[src/rtl/formation_ctrl.sv]
`default_nettype none
`timescale 1ns/1ps
// ============================================================================
// Module   : formation_ctrl
// Brief    : Enemy formation sequencer: march/descend timing, wave clearing
//            and round-robin enemy shot arbitration across three rows.
// Revision : 1.0
// ============================================================================
module formation_ctrl #(
    parameter int Y_START       = 40,
    parameter int ROW_PITCH     = 40,
    parameter int Y_STEP        = 4,
    parameter int Y_MAX         = 360,
    parameter int FIRE_INTERVAL = 16,
    parameter int CLEAR_TICKS   = 60
) (
    input  logic        Clk,
    input  logic        Reset,
    input  logic        frame_clk,
    input  logic        play,
    input  logic        done,
    input  logic [17:0] alive_mask,
    input  logic [2:0]  fire_req,
    output logic [9:0]  y_offset0,
    output logic [9:0]  y_offset1,
    output logic [9:0]  y_offset2,
    output logic [2:0]  shot_grant,
    output logic [3:0]  wave,
    output logic        wave_clear,
    output logic [1:0]  state
);

    localparam logic [1:0] c_IDLE       = 2'd0;
    localparam logic [1:0] c_MARCH      = 2'd1;
    localparam logic [1:0] c_DESCEND    = 2'd2;
    localparam logic [1:0] c_WAVE_CLEAR = 2'd3;

    localparam int               c_CLR_W     = $clog2(CLEAR_TICKS + 1);
    localparam logic [9:0]       c_Y_START   = 10'(Y_START);
    localparam logic [10:0]      c_Y_MAX     = 11'(Y_MAX);
    localparam logic [10:0]      c_Y_STEP    = 11'(Y_STEP);
    localparam logic [9:0]       c_PITCH1    = 10'(ROW_PITCH);
    localparam logic [9:0]       c_PITCH2    = 10'(2 * ROW_PITCH);
    localparam logic [3:0]       c_FIRE_LAST = 4'(FIRE_INTERVAL - 1);
    localparam logic [c_CLR_W-1:0] c_CLR_LAST = c_CLR_W'(CLEAR_TICKS - 1);

    logic               r_fc_s1;
    logic               r_fc_s2;
    logic [1:0]         r_state;
    logic [9:0]         r_y_base;
    logic [3:0]         r_wave;
    logic [5:0]         r_step;
    logic [3:0]         r_fire;
    logic [c_CLR_W-1:0] r_clr;
    logic [1:0]         r_ptr;
    logic               r_wave_clear;

    logic               w_tick;
    logic               w_all_dead;
    logic [5:0]         w_period;
    logic               w_step_last;
    logic               w_slot;
    logic [10:0]        w_y_sum;
    logic [9:0]         w_y_desc;
    logic [2:0]         w_elig;
    logic [1:0]         w_cand [3];
    logic [2:0]         w_grant;
    logic [1:0]         w_ptr_nxt;
    logic               w_found;

    assign w_tick      = r_fc_s1 & ~r_fc_s2;
    assign w_all_dead  = (alive_mask == 18'd0);
    // March period shrinks by two per wave and bottoms out at eight ticks.
    assign w_period    = (r_wave > 4'd12) ? 6'd8 : (6'd32 - {1'b0, r_wave, 1'b0});
    assign w_step_last = (r_step == (w_period - 6'd1));
    assign w_slot      = (r_state == c_MARCH) && play && !done && w_tick
                         && !w_all_dead && (r_fire == c_FIRE_LAST);
    assign w_y_sum     = {1'b0, r_y_base} + c_Y_STEP;
    assign w_y_desc    = (w_y_sum > c_Y_MAX) ? c_Y_MAX[9:0] : w_y_sum[9:0];

    for (genvar r = 0; r < 3; r++) begin : g_elig
        assign w_elig[r] = fire_req[r] & (|alive_mask[6*r +: 6]);
    end

    always_comb begin
        case (r_ptr)
            2'd1:    w_cand = '{2'd1, 2'd2, 2'd0};
            2'd2:    w_cand = '{2'd2, 2'd0, 2'd1};
            default: w_cand = '{2'd0, 2'd1, 2'd2};
        endcase
    end

    always_comb begin
        w_grant   = 3'b000;
        w_ptr_nxt = r_ptr;
        w_found   = 1'b0;
        if (w_slot) begin
            for (int k = 0; k < 3; k++) begin
                if (!w_found && w_elig[w_cand[k]]) begin
                    w_found             = 1'b1;
                    w_grant[w_cand[k]]  = 1'b1;
                    w_ptr_nxt           = (w_cand[k] == 2'd2) ? 2'd0 : (w_cand[k] + 2'd1);
                end
            end
        end
    end

    always_ff @(posedge Clk or negedge Reset) begin
        if (!Reset) begin
            r_fc_s1      <= 1'b0;
            r_fc_s2      <= 1'b0;
            r_state      <= c_IDLE;
            r_y_base     <= c_Y_START;
            r_wave       <= 4'd0;
            r_step       <= 6'd0;
            r_fire       <= 4'd0;
            r_clr        <= '0;
            r_ptr        <= 2'd0;
            r_wave_clear <= 1'b0;
        end else begin
            r_fc_s1      <= frame_clk;
            r_fc_s2      <= r_fc_s1;
            r_wave_clear <= 1'b0;
            if (done) begin
                r_state  <= c_IDLE;
                r_y_base <= c_Y_START;
                r_wave   <= 4'd0;
                r_step   <= 6'd0;
                r_fire   <= 4'd0;
                r_clr    <= '0;
                r_ptr    <= 2'd0;
            end else if (play) begin
                case (r_state)
                    c_IDLE: r_state <= c_MARCH;
                    c_MARCH: begin
                        if (w_all_dead) begin
                            r_state      <= c_WAVE_CLEAR;
                            r_wave_clear <= 1'b1;
                            r_clr        <= '0;
                        end else if (w_tick) begin
                            r_fire <= (r_fire == c_FIRE_LAST) ? 4'd0 : (r_fire + 4'd1);
                            r_ptr  <= w_ptr_nxt;
                            if (w_step_last) begin
                                r_step  <= 6'd0;
                                r_state <= c_DESCEND;
                            end else begin
                                r_step <= r_step + 6'd1;
                            end
                        end
                    end
                    c_DESCEND: begin
                        if (w_all_dead) begin
                            r_state      <= c_WAVE_CLEAR;
                            r_wave_clear <= 1'b1;
                            r_clr        <= '0;
                        end else begin
                            r_y_base <= w_y_desc;
                            r_state  <= c_MARCH;
                        end
                    end
                    c_WAVE_CLEAR: begin
                        if (w_tick) begin
                            if (r_clr == c_CLR_LAST) begin
                                r_clr    <= '0;
                                r_wave   <= (r_wave == 4'd15) ? 4'd15 : (r_wave + 4'd1);
                                r_y_base <= c_Y_START;
                                r_step   <= 6'd0;
                                r_state  <= c_MARCH;
                            end else begin
                                r_clr <= r_clr + 1'b1;
                            end
                        end
                    end
                    default: r_state <= c_IDLE;
                endcase
            end
        end
    end

    assign y_offset0  = r_y_base;
    assign y_offset1  = r_y_base + c_PITCH1;
    assign y_offset2  = r_y_base + c_PITCH2;
    assign shot_grant = w_grant;
    assign wave       = r_wave;
    assign wave_clear = r_wave_clear;
    assign state      = r_state;

endmodule
`default_nettype wire

[config.mk]
export PLATFORM = sky130hd
export DESIGN_NAME = formation_ctrl
export DESIGN_NICKNAME = d
export VERILOG_FILES = /design/src/rtl/formation_ctrl.sv
export SDC_FILE = /design/constraint.sdc
export NUM_CORES = 1
export LEC_CHECK = 0
export ABC_AREA = 1
export CAP_MARGIN = 15
export CORE_MARGIN = 1.5
export CORE_UTILIZATION = 50
export DETAILED_ROUTE_END_ITERATION = 16
export GPL_TIMING_DRIVEN = 0
export PLACE_DENSITY = 0.79
export SETUP_SLACK_MARGIN = 0.05
export SKIP_CTS_REPAIR_TIMING = 1
export SYNTH_ARGS = -nofsm -noshare
export SYNTH_HDL_FRONTEND = slang
export SYNTH_SLANG_ARGS = --single-unit
[constraint.sdc]
create_clock -name Clk -period 3.01 [get_ports Clk]
set_input_delay 0.602 -clock Clk [delete_from_list [all_inputs] [get_ports Clk]]
set_output_delay 0.602 -clock Clk [all_outputs]
set_load 0.005 [all_outputs]
### After elaboration in Yosys (flattened, before gate mapping)

Cells that the tools add are included.
Widths: inputs -> output; s select.

* $add $sub $neg: 12
* $mul: 0
* div/mod/pow operators: 0
* magnitude comparators: 8
* equality and inequality tests: 21
* shifts and indexed selects: 0
* mux-type cells: 82
* bitwise operators: 7
* reduce and logical (&&, ||, !) cells: 37

Operators with widths (count)
* $mux 6: 13
* $mux 10: 6
* $mux 4: 12
* $mux 2: 20
* $pmux 6 s2: 3
* $pmux 10 s2: 1
* $logic_not 18->1: 1
* $mux 3: 6
* $reduce_or 6->1: 3
* $ne 3x3->1 const B: 5
* $mux 1: 14
* $add 6x1->6 const B: 2
* $eq 2x2->1 const B: 6
* $reduce_and 4->1: 3
* $reduce_and 6->1: 2
* $reduce_bool 2->1: 6
* $add 10x3->11 const B: 1
* $gt 11x9->1 const B: 1
* $add 10x6->10 const B: 1
* $add 10x7->10 const B: 1
* $logic_and 1x1->1: 10
* $reduce_and 5->1: 2
* $lt 2x3->1 const B: 3
* $reduce_bool 3->1: 3
* 23 further kinds: 42

* register bits after elaboration: 37
* bits in latches: 0
* bits in writable memories: 0
* memory bits (read-only): 0
* bits of input ports: 26
* output and inout bits: 40
* logic and storage cells: 177
* memories: 0

### Logic depth before layout (Yosys ltp)

Gate-level depths: netlist of run 1.

* depth in word-level cells: 20
* mapped depth: 17
* gate-level depth less buffers: 17

### Worst setup path after synthesis of run 1

Ideal clock, no wire load.

* kind: input to output
* start: input alive_mask[3]
* end: output shot_grant[0]
* arrival: 1.562 ns
* data required time: 2.408 ns
* path slack: 0.846 ns
* cell stages on the path: 9
* path buffers: 0
* cells stage by stage: nor2_1 > nand3_1 > nand3_1 > nand3_1 > nand2_1 > nand3_2 > inv_2 > a21oi_1 > nor2_1

* longest elaborated chain between the ends: 14
* elaborated cells on any way between the ends: 28
* those cells by class: mux (16); bitwise (3); reduce/logical (9)

RTL lines
* start: declaration: RTL line 22 `input logic [17:0] alive_mask,`
* $reduce_or 6->1: RTL line 82 `assign w_elig[r] = fire_req[r] & (|alive_mask[6*r +: 6]);`
* $and 1x1->1: RTL line 82
* $bmux 1 s2: RTL line 99 `if (!w_found && w_elig[w_cand[k]]) begin`
* $mux 1 (implied by the code): RTL line 99
* $mux 1: RTL line 99
* $mux 1: RTL line 97 `if (w_slot) begin`
* $logic_not 1->1: RTL line 99
* $logic_and 1x1->1: RTL line 99
* $mux 1: RTL line 99
* $mux 1: RTL line 97
* $logic_not 1->1: RTL line 99
* $logic_and 1x1->1: RTL line 99
* $mux 3: RTL line 99
* $mux 3 (*): RTL line 97
* end: declaration: RTL line 27 `output logic [2:0] shot_grant,`

Every way passes the cells marked *; elsewhere a longest branch is shown, timed or not. The select of a mux whose other input is x is not followed.

### Worst setup path in the final report of run 1

* start: input alive_mask[1]
* end: output shot_grant[1]

The elaborated chain is that of the path after synthesis.

==> flow_summary.toml, run 1 <==
[status]
status = "finished, violations left"
violations = "negative setup slack"

[place]
dp_hpwl_um = 5445
port_buffers = 59
dp_slack_ps = -234.4
place.gp.congestion = 0.9554
post_dp_cell_area_mm2 = 0.003692
dp.cells = 571

[synthesis]
ys_seq_area_frac = 0.2934
synth.distinct_cells = 42
synth_area_leaders = "dfrtp_1, nand2_1, nand3_1, ha_1, inv_1"
netlist_area_mm2 = 0.002994
synthCells = 432
synth_most_common_cell = "nand2_1"
yosys.area.top_type = "dfrtp_1"
syn_avg_cell_area_um2 = 6.931
synthArstFlopShare = 1.000
ys_ff_latch = 35
ys_warn_count = 0
synth_top_cells_by_count = "nand2_1, nand3_1, inv_1, nor2_1, dfrtp_1"
synth_edf_count = 0
ys.flop_type = "dfrtp_1"
yosysTopAreaCellShare = 0.2758

[setup_path]
critical_path_required_ps = 2410
path_cells = "clkdlybuf4s50_1 -> nor2_2 -> nand3_2 -> nand3_2 -> nand3_2 -> nand2_4 -> nand3_1 -> o21ai_2 -> a21oi_2 -> nor2_1 -> clkdlybuf4s50_1"
worst_path_largest_cell_delay_ps = 500
start_kind = "primary input"
crit_fanout = 7
path_common_cell = "nand3_2"
worstSetupPathType = "in -> out"
worstPathArrival_ps = 2480
cp_slowest_cell = "clkdlybuf4s50_1"
cp-end-kind = "output pin"

[layout]
drive_gt1_frac = 0.1765
design_area_mm2 = 0.003954
nets = 553
fillers = 500
final_cells = 585
fin_util = 0.6758
antennaDiodeCount = 0
syn2layout_area_growth_pct = 32.05
regArea_um2 = 878.3
multi_input_area_mm2 = 0.001918

[clock_network]
clkTransAtPathRegs_ps = 70
clkLatencyLatePin_ps = 280
cts_sinks = 35
cts-root-buf = "clkbuf_8"
cts_made_buffers = 5
cts_tree = "yes"
cts_buffer_depth = 2
h-tree-depth = 2

[power_and_ir_drop]
p_leak_uw = 0.001949
power_frac_comb = 0.565
power_density_mw_per_mm2 = 648.8
switching_share = 0.4232
vdd_ir_drop_max_mv = 0.6198
pwr-share-seq = 0.269
clock_power_share = 0.166
p_int_uw = 1479
p_sw_uw = 1086

[drt]
vias = 3043
final_antenna_net_count = 0
drt_wl_total_um = 7089
wl_per_cell_um = 12.12
drt-initial-drc-count = 153
post_drt_via_cell_ratio = 5.202
firstDrtPassIters = 4
drc = 0

[timing]
rsz0062_at_grt = "true"
fin_skew_ps = 3.080
slew_headroom = 0.4758
finalSetupTns_ps = -70.40
max_freq_ghz = 0.3246
layout_worst_path_cycle_share = 1.023
max_slew.worst_pin.slew_ps = 786.2
setup_ws_ps = -70.40
final_hold_viol_count = 0
setup_violations = 1
final.min_clock_period_ps = 3080
drv_slew = 0

[global_route]
grt_pass1_wl_um = 11770
overflow = 0
grt_pass1_vias = 2801
antenna_found_initial = 0
grt_usage = 0.2257
grt_max_degree = 36

[job]
cap_violations = 0

[floorplanning]
die_w_um = 80.39
die_area_mm2 = 0.006462
pin_count = 66
start_util = 0.5118
std_cell_rows = 28
die_h_um = 80.39
core_mm2 = 0.005851

[worst_hold_path]
hold_class = "in -> async"
==> worst max-delay path: cells and delay by family <==
kind / cells / cell delay, ps
buf+inv: 2 / 920
simple gates: 7 / 830
compound gates: 2 / 130
==> per-layer routing <==
layer / global-route usage / part of all wire / up-vias
met5: 0 / 0 / -
met4: 0.04310 / 0.0055 / 0
met3: 0.03750 / 0.033 / 6
met2: 0.4084 / 0.51 / 61
met1: 0.2811 / 0.45 / 1437
li1: - / - / 1539
==> worst paths after layout <==
check / startpoint / endpoint / slack (ps) / cells after the start
max: alive_mask[1] / shot_grant[1] / -70 / 11
min: Reset / r_clr[3]$_DFFE_PN0P_ / 400 / 1
max reg2reg: wave[0]$_DFFE_PN0P_ / state[1]$_DFFE_PN0P_ / 630 / 14
min reg2reg: r_fc_s1$_DFF_PN0_ / r_fc_s2$_DFF_PN0_ / 400 / 0
max in group asynchronous: Reset / r_step[3]$_DFFE_PN0P_ / 2120 / 1
min in group Clk: r_fc_s1$_DFF_PN0_ / r_fc_s2$_DFF_PN0_ / 400 / 0
==> per-stage QoR <==
stage,hold slack [ps],power [uW]
finish,395.7,2565
global route,409.2,2792
CTS,394.2,2448
detailed placement,377.4,2011
global placement,357.5,1963
floorplan,306.4,1529
==> layout make-up <==
cell class,count,area share
buffer,13,0.02278
clock buffer,5,0.01741
clock inverter,3,0.01108
inverter,59,0.05601
multi-input combinational,330,0.4851
sequential,35,0.2222
tap,75,0.02373
timing repair buffer,65,0.1617
==> state kept, by name, summed over array words and instances (netlist names) <==
register	flops
r_clr	6
r_fc_s1	1
r_fc_s2	1
r_fire	4
r_ptr	2
r_step	6
state	2
wave	4
wave_clear	1
y_offset0	8
==> placed cells by master (no fill, tap or decap), drive strengths merged, types with 3 or more instances in the layout <==
cell / synthesis / layout
nand3: 58 / 58
ha: 18 / 18
buf: 13 / 19
nor2: 48 / 48
a21oi: 18 / 18
xor2: 15 / 15
nor3: 5 / 5
clkbuf: 0 / 6
o21ai: 23 / 23
dfrtp: 33 / 33
nand2: 111 / 111
nand3b: 3 / 3
clkdlybuf4s50: 0 / 56
inv: 59 / 59
conb: 1 / 6
nand4: 8 / 8
o22ai: 4 / 4
==> kinds of logic after synthesis <==
group                      count (synthesis)  share of synthesized area
and+or+nand+nor                          238                     0.3794
buffers and inverters                     72                     0.1032
AOI/OAI and AO/OA                         52                    0.09820
DFF                                       35                     0.2934
adders and majority gates                 18                    0.07522
xor gates and xnor gates                  16                    0.04931
other                                      1                   0.001252
==> power by group through the flow <==
| stage | Clock (uW) | Sequential (uW) | Combinational (uW) |
|---|---|---|---|
| floorplan | 0 | 666 | 863 |
| global placement | 0 | 692 | 1270 |
| CTS | 439 | 689 | 1320 |
| detailed placement | 0 | 698 | 1310 |
| finish | 426 | 689 | 1450 |
| global route | 458 | 703 | 1630 |
No activity file was read; power rests on OpenSTA's default activity.
==> run 2, diff against run 1 <==
--- a/config.mk
+++ b/config.mk
@@ -9,9 +9,11 @@
 export CAP_MARGIN = 15
 export CORE_MARGIN = 1.5
 export CORE_UTILIZATION = 50
+export CTS_CLUSTER_DIAMETER = 100
 export DETAILED_ROUTE_END_ITERATION = 16
 export GPL_TIMING_DRIVEN = 0
 export PLACE_DENSITY = 0.79
+export REMOVE_ABC_BUFFERS = 1
 export SETUP_SLACK_MARGIN = 0.05
 export SKIP_CTS_REPAIR_TIMING = 1
 export SYNTH_ARGS = -nofsm -noshare
==> flow_summary.toml, run 2 (synthesized netlist as in run 1, its figures left out) <==
[timing]
layout_worst_path_cycle_share = 1.038
final_hold_viol_count = 0
rsz0062_at_grt = "true"
slew_headroom = 0.4867
fin_skew_ps = 9.274
setup_violations = 1
max_freq_ghz = 0.3199
max_slew.worst_pin.slew_ps = 770.0
final.min_clock_period_ps = 3126
drv_slew = 0
finalSetupTns_ps = -115.8
setup_ws_ps = -115.8

[floorplanning]
start_util = 0.5118
core_mm2 = 0.005851
die_w_um = 80.39
std_cell_rows = 28
die_h_um = 80.39
pin_count = 66
die_area_mm2 = 0.006462

[setup_path]
worstPathArrival_ps = 2520
start_kind = "primary input"
path_depth = 12
critical_path_required_ps = 2410
critPathTopFamily = "buffers and inverters"
cp_num_buf_inv = 4
crit_fanout = 5
cp_slowest_cell = "clkdlybuf4s50_1"
r2r_cells = 14
worstSetupPathType = "in -> out"
cp-end-kind = "output pin"
path_cells = "clkdlybuf4s50_1 -> nor2_2 -> nand3_2 -> buf_4 -> nand3_1 -> nand3_1 -> nand2_2 -> nand3_4 -> inv_2 -> a21oi_1 -> nor2_1 -> clkdlybuf4s50_1"
worst_path_largest_cell_delay_ps = 500

[power_and_ir_drop]
p_sw_uw = 1037
switching_share = 0.4085
clock_power_share = 0.196
vdd_ir_drop_max_mv = 0.6125
p_int_uw = 1502
power_frac_comb = 0.532
power_density_mw_per_mm2 = 661.5
p_leak_uw = 0.001895
pwr-share-seq = 0.272

[global_route]
met1_usage = 0.2894
antenna_found_initial = 0
grt_usage = 0.2218
use_met3 = 0.03295
grt.busiest_layer = "met2"
met2_usage = 0.3588
grt_max_degree = 36
grt_pass1_wl_um = 11360
grt_pass1_vias = 2644
overflow = 0

[drt]
final_antenna_net_count = 0
wl_per_cell_um = 11.88
post_drt_via_cell_ratio = 5.258
drc = 0
drt_wl_total_um = 6758
drt-initial-drc-count = 158
firstDrtPassIters = 4
vias = 2992

[clock_network]
clkLatencyLatePin_ps = 300
cts_buffer_depth = 2
cts_tree = "yes"
clkTransAtPathRegs_ps = 70
h-tree-depth = 2
cts_made_buffers = 5
cts_sinks = 35
cts-root-buf = "clkbuf_8"

[job]
cap_violations = 0

[layout]
fin_util = 0.6561
largest_reg_flops = 8
syn2layout_area_growth_pct = 28.21
antennaDiodeCount = 0
final_common_cell = "nand2_1"
drive_gt1_frac = 0.1336
layout_common_cells = "nand2_1, clkdlybuf4s50_1, inv_1, nand3_1, nor2_1"
fillers = 493
nets = 537

[status]
status = "finished, violations left"
violations = "negative setup slack"

[worst_hold_path]
hold_class = "in -> async"

[place]
dp_slack_ps = -247.0
port_buffers = 59
dp_hpwl_um = 5208
place.gp.congestion = 0.9131
==> run 2: cell types whose count changed in the layout (fill, tap and decap cells not counted), moves of 2 or more <==
cell	delta
buf_2	-3
o21ai_2	-2
nand2_2	-3
nor2_2	-2
buf_4	-11
nor2_1	+2
nand2_1	+2
==> run 2: layer usage <==
metal	vias up	wire length [um]	share of wire
met1	1412	3148	0.47
met2	57	3240	0.48
met4	0	171	0.025
met5	-	0	0
met3	15	198	0.029
li1	1508	-	-
==> run 2: worst register-to-register path, cell delays in order, from the launching register on <==
cell and delay (ps):
dfrtp_1 470, inv_1 160, ha_1 250, inv_1 90, nand3_2 130, nand2_1 120, ha_1 240, xor2_1 130
nand4_1 140, a21oi_2 180, nand3_4 140, nand2_4 90, nand2_2 50, nand2_1 70, nand2_1 50
==> run 2: layout make-up <==
cell class,count,area (um2),share of cell area
inverters,59,221.5,0.05769
multi-input cells,330,1897,0.4941
flip-flops and latches,35,878.3,0.2288
clock buffers,6,72.57,0.01890
well taps,75,93.84,0.02445
repair buffers,62,615.6,0.1604
clock inverters,2,60.06,0.01565
==> run 2: metrics by stage <==
| step | instances | area, um2 | hold WS [ps] | power (uW) |
|---|---|---|---|---|
| finish | 569 | 3839 | 379.3 | 2539 |
| floorplan | 424 | 2925 | 306.4 | 1493 |
| global route | 569 | 3839 | 392.0 | 2761 |
| detailed placement | 558 | 3605 | 367.0 | 1958 |
| global placement | 558 | 3610 | 360.0 | 1926 |
| CTS | 566 | 3737 | 381.4 | 2465 |
==> run 2: final timing paths <==
path	start	to	slack (ps)
setup / recovery	alive_mask[0]	shot_grant[0]	-120
hold / removal	Reset	r_clr[3]$_DFFE_PN0P_	380
setup reg to reg	wave[0]$_DFFE_PN0P_	state[1]$_DFFE_PN0P_	620
hold reg to reg	r_fc_s1$_DFF_PN0_	r_fc_s2$_DFF_PN0_	380
max in group asynchronous	Reset	wave[1]$_DFFE_PN0P_	2140
min in group Clk	r_fc_s1$_DFF_PN0_	r_fc_s2$_DFF_PN0_	380
==> run 2: power groups by stage <==
stage	registers, uW	logic (uW)	clock network [uW]
after CTS	688	1270	510
after detailed placement	696	1260	0
after floorplan	673	820	0
after global routing	706	1520	530
final	690	1350	497
after global placement	693	1230	0
